<file path="src/rtl/acsi_dma_bridge.sv">
`default_nettype none
// ============================================================================
// Module   : acsi_dma_bridge
// Brief    : Packs SD read bytes into big-endian DMA FIFO words, unpacks FIFO
//            words into SD write bytes, tracks sectors and forwards ACSI
//            reply words to the FIFO while idle.
// Revision : 1.0 - initial release
// ============================================================================
module acsi_dma_bridge #(
    parameter int SECTOR_BYTES = 512
) (
    input  logic        clk,
    input  logic        reset,
    input  logic        start,
    input  logic        dir,
    input  logic [7:0]  sector_count,
    input  logic [7:0]  sd_rd_data,
    input  logic        sd_rd_strobe,
    output logic        sd_rd_stall,
    output logic [7:0]  sd_wr_data,
    output logic        sd_wr_valid,
    input  logic        sd_wr_ready,
    output logic [15:0] fifo_wdata,
    output logic        fifo_wr,
    input  logic        fifo_full,
    input  logic [15:0] fifo_rdata,
    output logic        fifo_rd,
    input  logic        fifo_empty,
    input  logic [15:0] reply_data,
    input  logic        reply_req,
    output logic        reply_ack,
    output logic        data_next,
    output logic        dma_done,
    output logic        active,
    output logic [7:0]  sectors_left
);

    typedef enum logic [1:0] {
        S_IDLE  = 2'd0,
        S_READ  = 2'd1,
        S_WRITE = 2'd2
    } state_t;

    localparam logic [9:0] c_SECTOR_END = 10'(SECTOR_BYTES);

    state_t      r_state;
    state_t      w_state_next;
    logic [8:0]  r_byte_cnt;
    logic [7:0]  r_hi_byte;
    logic [15:0] r_hold;
    logic        r_hold_valid;
    logic        r_rd_pending;
    logic        r_draining;
    logic        r_data_next;
    logic        r_dma_done;
    logic [7:0]  r_sectors_left;

    logic        w_run;
    logic        w_in_idle;
    logic        w_in_read;
    logic        w_in_write;
    logic        w_rd_fifo_wr;
    logic        w_rd_stall;
    logic        w_rd_accept;
    logic        w_wr_valid;
    logic        w_wr_hs;
    logic        w_fifo_rd;
    logic        w_reply_ack;
    logic        w_byte_step;
    logic [9:0]  w_cnt_inc;
    logic        w_sector_end;
    logic [7:0]  w_left_dec;
    logic        w_last_sector;
    logic        w_start_go;
    logic        w_start_zero;
    logic        w_read_finish;

    // Combinational outputs are gated by reset so an abort is silent at once.
    assign w_run         = !reset;
    assign w_in_idle     = (r_state == S_IDLE);
    assign w_in_read     = (r_state == S_READ);
    assign w_in_write    = (r_state == S_WRITE);

    assign w_rd_fifo_wr  = w_run && w_in_read && r_hold_valid && !fifo_full;
    assign w_rd_stall    = w_run && w_in_read && r_hold_valid && fifo_full;
    assign w_rd_accept   = w_run && w_in_read && !r_draining && sd_rd_strobe && !w_rd_stall;

    assign w_wr_valid    = w_run && w_in_write && r_hold_valid;
    assign w_wr_hs       = w_wr_valid && sd_wr_ready;
    assign w_fifo_rd     = w_run && w_in_write && !r_hold_valid && !r_rd_pending && !fifo_empty;

    assign w_reply_ack   = w_run && w_in_idle && reply_req && !fifo_full && !start;

    assign w_byte_step   = w_rd_accept || w_wr_hs;
    assign w_cnt_inc     = {1'b0, r_byte_cnt} + 10'd1;
    assign w_sector_end  = w_byte_step && (w_cnt_inc == c_SECTOR_END);
    assign w_left_dec    = (r_sectors_left != 8'd0) ? (r_sectors_left - 8'd1) : 8'd0;
    assign w_last_sector = (w_left_dec == 8'd0);

    assign w_start_go    = w_in_idle && start && (sector_count != 8'd0);
    assign w_start_zero  = w_in_idle && start && (sector_count == 8'd0);
    // Last read sector ends only once the final packed word leaves the holding register.
    assign w_read_finish = r_draining && w_rd_fifo_wr;

    always_ff @(posedge clk) begin
        if (reset) begin
            r_state <= S_IDLE;
        end else begin
            r_state <= w_state_next;
        end
    end

    always_comb begin
        w_state_next = r_state;
        fifo_wr      = 1'b0;
        fifo_wdata   = 16'h0000;
        fifo_rd      = w_fifo_rd;
        reply_ack    = w_reply_ack;
        sd_rd_stall  = w_rd_stall;
        sd_wr_valid  = w_wr_valid;
        sd_wr_data   = 8'h00;

        case (r_state)
            S_IDLE: begin
                if (w_start_go) begin
                    w_state_next = dir ? S_WRITE : S_READ;
                end
                if (w_reply_ack) begin
                    fifo_wr    = 1'b1;
                    fifo_wdata = reply_data;
                end
            end
            S_READ: begin
                if (w_read_finish) begin
                    w_state_next = S_IDLE;
                end
                if (w_rd_fifo_wr) begin
                    fifo_wr    = 1'b1;
                    fifo_wdata = r_hold;
                end
            end
            S_WRITE: begin
                if (w_sector_end && w_last_sector) begin
                    w_state_next = S_IDLE;
                end
                if (w_wr_valid) begin
                    sd_wr_data = r_byte_cnt[0] ? r_hold[7:0] : r_hold[15:8];
                end
            end
            default: begin
                w_state_next = S_IDLE;
            end
        endcase
    end

    always_ff @(posedge clk) begin
        if (reset) begin
            r_byte_cnt     <= 9'd0;
            r_hi_byte      <= 8'h00;
            r_hold         <= 16'h0000;
            r_hold_valid   <= 1'b0;
            r_rd_pending   <= 1'b0;
            r_draining     <= 1'b0;
            r_data_next    <= 1'b0;
            r_dma_done     <= 1'b0;
            r_sectors_left <= 8'd0;
        end else begin
            r_data_next <= 1'b0;
            r_dma_done  <= 1'b0;

            case (r_state)
                S_IDLE: begin
                    if (w_start_zero) begin
                        r_dma_done <= 1'b1;
                    end
                    if (w_start_go) begin
                        r_sectors_left <= sector_count;
                        r_byte_cnt     <= 9'd0;
                        r_hold_valid   <= 1'b0;
                        r_rd_pending   <= 1'b0;
                        r_draining     <= 1'b0;
                    end
                end
                S_READ: begin
                    if (w_rd_accept) begin
                        if (!r_byte_cnt[0]) begin
                            r_hi_byte <= sd_rd_data;
                        end else begin
                            r_hold <= {r_hi_byte, sd_rd_data};
                        end
                    end
                    // A fresh word may refill the register in the cycle it drains.
                    if (w_rd_accept && r_byte_cnt[0]) begin
                        r_hold_valid <= 1'b1;
                    end else if (w_rd_fifo_wr) begin
                        r_hold_valid <= 1'b0;
                    end
                    if (w_read_finish) begin
                        r_dma_done <= 1'b1;
                        r_draining <= 1'b0;
                    end
                end
                S_WRITE: begin
                    if (w_fifo_rd) begin
                        r_rd_pending <= 1'b1;
                    end
                    if (r_rd_pending) begin
                        r_hold       <= fifo_rdata;
                        r_hold_valid <= 1'b1;
                        r_rd_pending <= 1'b0;
                    end else if (w_wr_hs && r_byte_cnt[0]) begin
                        r_hold_valid <= 1'b0;
                    end
                end
                default: begin
                    r_hold_valid <= 1'b0;
                end
            endcase

            if (w_byte_step) begin
                if (w_sector_end) begin
                    r_byte_cnt     <= 9'd0;
                    r_sectors_left <= w_left_dec;
                    if (!w_last_sector) begin
                        r_data_next <= 1'b1;
                    end else if (w_in_write) begin
                        r_dma_done <= 1'b1;
                    end else begin
                        r_draining <= 1'b1;
                    end
                end else begin
                    r_byte_cnt <= w_cnt_inc[8:0];
                end
            end
        end
    end

    assign data_next    = r_data_next;
    assign dma_done     = r_dma_done;
    assign active       = !w_in_idle;
    assign sectors_left = r_sectors_left;

endmodule
`default_nettype wire

</file>
<file path="config.mk">
export PLATFORM = sky130hd
export DESIGN_NAME = acsi_dma_bridge
export DESIGN_NICKNAME = d
export VERILOG_FILES = /design/src/rtl/acsi_dma_bridge.sv
export SDC_FILE = /design/constraint.sdc
export NUM_CORES = 1
export LEC_CHECK = 0
export BUFFER_PORTS_ARGS = -buffer_cell sky130_fd_sc_hd__buf_2
export CAP_MARGIN = 25
export CORE_UTILIZATION = 40
export CTS_BUF_LIST = sky130_fd_sc_hd__clkbuf_2 sky130_fd_sc_hd__clkbuf_4 sky130_fd_sc_hd__clkbuf_8
export CTS_CLUSTER_SIZE = 14
export DETAILED_ROUTE_END_ITERATION = 8
export HOLD_SLACK_MARGIN = 0.1
export PLACE_DENSITY = 0.68
export SLEW_MARGIN = 10
export SYNTH_ARGS = -nofsm -noshare
export SYNTH_HDL_FRONTEND = slang
export SYNTH_SLANG_ARGS = --single-unit
</file>
<file path="constraint.sdc">
create_clock -name clk -period 2.1 [get_ports clk]
set_input_delay 0.42 -clock clk [delete_from_list [all_inputs] [get_ports clk]]
set_output_delay 0.42 -clock clk [all_outputs]
set_load 0.01 [all_outputs]
</file>
==> After elaboration in Yosys (flattened, before gate mapping) <==
Index checks and enable logic that the tools add are counted.
{ "word_totals": {"register_bits": 48, "latch_bits": 0, "ramBits": 0, "rom_bits": 0, "input_bits": 57, "output_inout_bits": 40, "elab_cells": 128, "n_memories": 0} }
{ "op_classes": {"add_sub_neg": 2, "multipliers": 0, "div_mod_pow": 0, "n_lt_le_gt_ge": 0, "n_eq_ne": 11, "shift": 0, "mux": 51, "n_bitwise": 3, "n_reduce_logical": 51} }
{ "op_table": {"columns": ["cell", "n"], "rows": [
  ["two-way mux 16 bit", 5],
  ["two-way mux 8 bit", 8],
  ["one-hot mux 16 bit (2 select lines)", 2],
  ["two-way mux 9 bit", 4],
  ["logical AND 1 bit", 25],
  ["two-way mux 1 bit", 22],
  ["logical NOT 8 bit", 2],
  ["nonzero test 8 bit", 2],
  ["adder 9 x 1 -> 10 bit (second input constant)", 1],
  ["== test 10 bit (second input constant)", 1],
  ["logical NOT 1 bit", 9],
  ["AND reduction 3 bit", 3],
  ["two-way mux 2 bit", 4],
  ["inequality test 2 x 1 -> 1 bit (second input constant)", 4],
  ["one-hot mux 1 bit (2 select lines)", 4],
  ["nonzero test 2 bit", 4],
  ["subtractor 8 x 1 -> 8 bit (second input constant)", 1],
  ["one-hot mux 2 bit (3 select lines)", 1],
  ["inequality test 2 bit (second input constant)", 2],
  ["AND reduction 2 bit", 2],
  ["AND reduction 4 bit", 1],
  ["inequality test 3 x 1 -> 1 bit (second input constant)", 1],
  ["inequality test 3 x 2 -> 1 bit (second input constant)", 1],
  ["NOT 1 bit", 3],
  ["other kinds (6)", 6]
]} }

==> Logic depth before layout (Yosys ltp) <==
{ "logic_depth": {"ltp_word": 11, "depth_mapped": 11} }

==> Least setup slack after synthesis <==
OpenSTA, ideal clock, no wires.
{ "synth_timing": {"kind": "reg-to-output", "startpoint": "reg r_state[0]", "endpoint": "out fifo_wdata[10]", "arrival_ps": 1763, "path_slack_ps": -83, "path_stages_with_launch": 7, "n_path_buf": 1, "path_cell_list": "dfxtp_1 -> inv_1 -> ha_1 -> inv_1 -> nor4_2 -> buf_2 -> a22o_1"} }
{ "synth_between": {"elab_chain_len": 7} }
{ "synth_lines": {"columns": ["item", "line_no", "text"], "rows": [
  ["from (decl)", "46", "state_t r_state;"],
  ["from (signal assigned)", "109", "r_state <= w_state_next;"],
  ["logical NOT 2 bit", "80", "assign w_in_idle = (r_state == S_IDLE);"],
  ["logical AND 1 bit (4 in a row)", "92", "assign w_reply_ack = w_run && w_in_idle && reply_req && !fifo_full && !start;"],
  ["via reply_ack", "31", "output logic reply_ack,"],
  ["two-way mux 16 bit", "128", "if (w_reply_ack) begin"],
  ["one-hot mux 16 bit (2 select lines)", "123", "case (r_state)"],
  ["to (decl)", "23", "output logic [15:0] fifo_wdata,"]
]} }
The timed path passes the listed nets, and every way through them passes these cells.

==> Final worst setup path <==
{ "layout_timing": {"startpoint": "reg r_state[0]", "endpoint": "out fifo_wr"} }
{ "layout_between": {"elab_chain_len": 7} }
{ "layout_lines": {"columns": ["item", "line_no", "text"], "rows": [
  ["logical NOT 2 bit", "80, 123", null],
  ["logical AND 1 bit (4 in a row)", "92", null],
  ["two-way mux 1 bit", "128", null],
  ["one-hot mux 1 bit (2 select lines) (*)", "123", null],
  ["to (decl)", "24", "output logic fifo_wr,"]
]} }
Mark *: on every way between the ends. The rest lies on a longest branch, timed or not.

==> results.md <==
- Top cell type by total area after synthesis: dfxtp_1
- Final layout net count: 532
- Status: finished, violations left
- Vias per cell: 5.451
- Setup repair after global routing missed its margin: true
- Total wire length: 8.399 mm
- Die ar.: 8088 um^2
- Most common cell after layout, fill and taps aside: buf_2
- Peak Freq: 457.7 MHz
- DRT Pass-1 Iters: 4
- Number of warnings issued by yosys: 0
- Share of layout cells above drive strength 1: 37.31%
- Post-DP HPWL: 5.888 mm
- Core Footprint: 7370 um^2
- First-pass GRT wire length: 13.17 mm
- Post-route insts no fill: 568
- Root buf cell: clkbuf_8
- Avg Inst Size Synth: 8.688 um^2
- Vias in the first global route: 2,730
- Pwr dens: 611.5 nW/um^2
- Seq/Total Area, Yosys: 31.07%
- Slew Limit Fails: 0
- # port buffers: 96
- CP required: 1680 ps
- CTS max path bufs: 2
- Clock Skew: 9.638 ps
- Setup crit end kind: primary output
- Largest net degree at the start of global routing: 33
- Ant diodes: 0
- Total power draw: 2.496 mW
- Routed vias: 3,096
- CTS tree: yes
- Wire length per cell: 14.79 um
- CP Cell Sequence: buf_4 -> ha_4 -> and4bb_2 -> buf_6 -> or2_2 -> buf_2
- Worst EP arrival: 1760 ps
- Die X: 89.94 um
- Yosys top cell area share: 31.07%
- Period minus WS final: 2185 ps
- GPL Wtd Cong: 0.8513
- Maximum vdd drop: 0.3405 mV
- Die height: 89.94 um
- Period Utilization, post-route: 104.0%
- Final Hold Fails: 0
- Class of the worst hold path: primary input to flip-flop
- Clk_lat worst skew: 300 ps
- CP startpoint kind: flip-flop
- Placed insts: 547
- Routed Antenna Nets: 0
- CTS buffer count: 5
- Setup Slack @ Placement: 73.48 ps
- Htree depth: 2
- Area Growth Syn to Fin: 32.00%
- Post-synth EDFFs: 0
- Critical path class: flip-flop to primary output
- Remaining DRCs: 0
- CP max FO: 5
- Synth Cell Area: 3093 um^2
- Primary FF master, synth: dfxtp_1
- Crit path max-delay cell type: dfxtp_2
- Violations in the final reports: negative setup slack
- Final Core Density: 55.40%
- Most frequent cells in the layout: buf_2 (97), nor2_1 (51), dfxtp_1 (46)
- GR Util All Layers: 19.68%
- Slew of the pin with the lowest slew margin: 593.3 ps
- Num Clock Sinks: 48
- Grt ovf: 0
- Initial Util: 41.97%
- Async SR Flop Fraction: 0%
- Std-Cell Rows: 31
- Worst-path clk slew: 90 ps
- Final setup vio count: 16
- CP peak stage delay: 340 ps
- Syn nets: 420
- Setup ws final: -84.71 ps
- Max-cap viol count: 0
- Initial antenna violation count: 0
- Synth Register Bits: 48
- Ranking of synthesized cells by area: dfxtp_1 (31%), mux2i_1 (13%), nor2_1 (6.2%)
- Final setup TNS: -558.7 ps
- Starting DRT DRC Count: 149
- Rel. slew slack: 59.42%
- Mapped Cells: 356
- P_leak: 1.795 nW
- # fillers: 667
- Ports: 97
- Cell variety after synth: 62
-- critical path: cells and delay by family, from the launching register on --
kind,cells,cell delay (ps)
and+or+nand+nor,2,530
buffers and inverters,3,430
DFF,1,340
adders and majority gates,1,170
-- sequential cells by signal, indices dropped and copies added, names as in the netlist --
name	count
r_hold	16
sectors_left	8
r_hold_valid	1
r_state	2
r_byte_cnt	9
r_hi_byte	8
r_rd_pending	1
data_next	1
dma_done	1
r_draining	1
-- layer usage --
| layer | share of wire [%] | global-route usage (%) | up-vias |
|---|---|---|---|
| met5 | 0 | 0 | - |
| met4 | 1.1 | 5.376 | 0 |
| met1 | 46 | 27.08 | 1450 |
| met3 | 4.8 | 3.299 | 7 |
| li1 | - | - | 1543 |
| met2 | 48 | 31.79 | 96 |
-- cell type report --
class | count | area [um^2] | share of cell area [%]
inverters | 11 | 46.29 | 1.134
repair buffers | 130 | 795.8 | 19.49
multi-input cells | 272 | 2016 | 49.37
well taps | 99 | 123.9 | 3.034
clock inverters | 3 | 68.82 | 1.686
clock buffers | 5 | 68.82 | 1.686
flip-flops and latches | 48 | 963.4 | 23.60
-- synth_stat cells, drive strengths merged, types with 2 or more instances --
cell,number
o21ai,9
mux2i,39
nand4,5
nor2b,5
clkbuf,14
nand2,17
a22oi,2
nand4b,2
nor4bb,2
o211ai,2
a211oi,29
buf,11
a31oi,6
inv,11
nor4,5
nand3,6
a31o,2
dfxtp,48
a21oi,17
and4bb,2
a21boi,2
nor3,5
nand3b,5
a22o,17
and3,4
and3b,2
a211o,2
ha,7
nand2b,4
or3,2
or2,4
nor4b,2
o21bai,2
nor2,52
xor2,2
-- power by group --
group | switching [mW] | internal [mW] | total, mW
combinational | 0.355 | 0.314 | 0.670
clock | 0.328 | 0.479 | 0.808
sequential | 0.0554 | 0.964 | 1.02
total | 0.739 | 1.76 | 2.50
-- logic make-up after synthesis --
kind of cell | after synthesis | synth area share, %
AOI/OAI and AO/OA | 96 | 25.36
and+or+nand+nor | 127 | 21.85
muxes | 39 | 12.62
buffers and inverters | 36 | 5.421
adders and majority gates | 7 | 2.832
xor gates and xnor gates | 3 | 0.8497
DFF | 48 | 31.07
-- through the flow --
| stage | hold WS, ps | cell area [um^2] |
|---|---|---|
| after detailed placement | 481.0 | 3787 |
| final | 366.5 | 4083 |
| after floorplan | 440.8 | 3102 |
| after global routing | 380.0 | 4083 |
| after global placement | 476.5 | 3787 |
| after CTS | 363.3 | 4026 |
-- worst paths after layout --
check                startpoint            end  slack (ps)  cells past startpoint
setup / recovery     r_state[0]        fifo_wr         -80                      6
hold / removal    sd_rd_data[6]   r_hi_byte[6]         370                      3
setup reg to reg     r_state[0]   r_hold_valid          30                      7
hold reg to reg   r_byte_cnt[8]  r_byte_cnt[8]         500                      1
-- what timing repair did --
action,in CTS,in global routing
gates resized for setup,10,11
setup endpoints to repair,19,32
pin swaps,2,7
setup buffers,5,6
hold buffers,0,0
gates cloned,2,2
(Power assumes the default switching activity.)
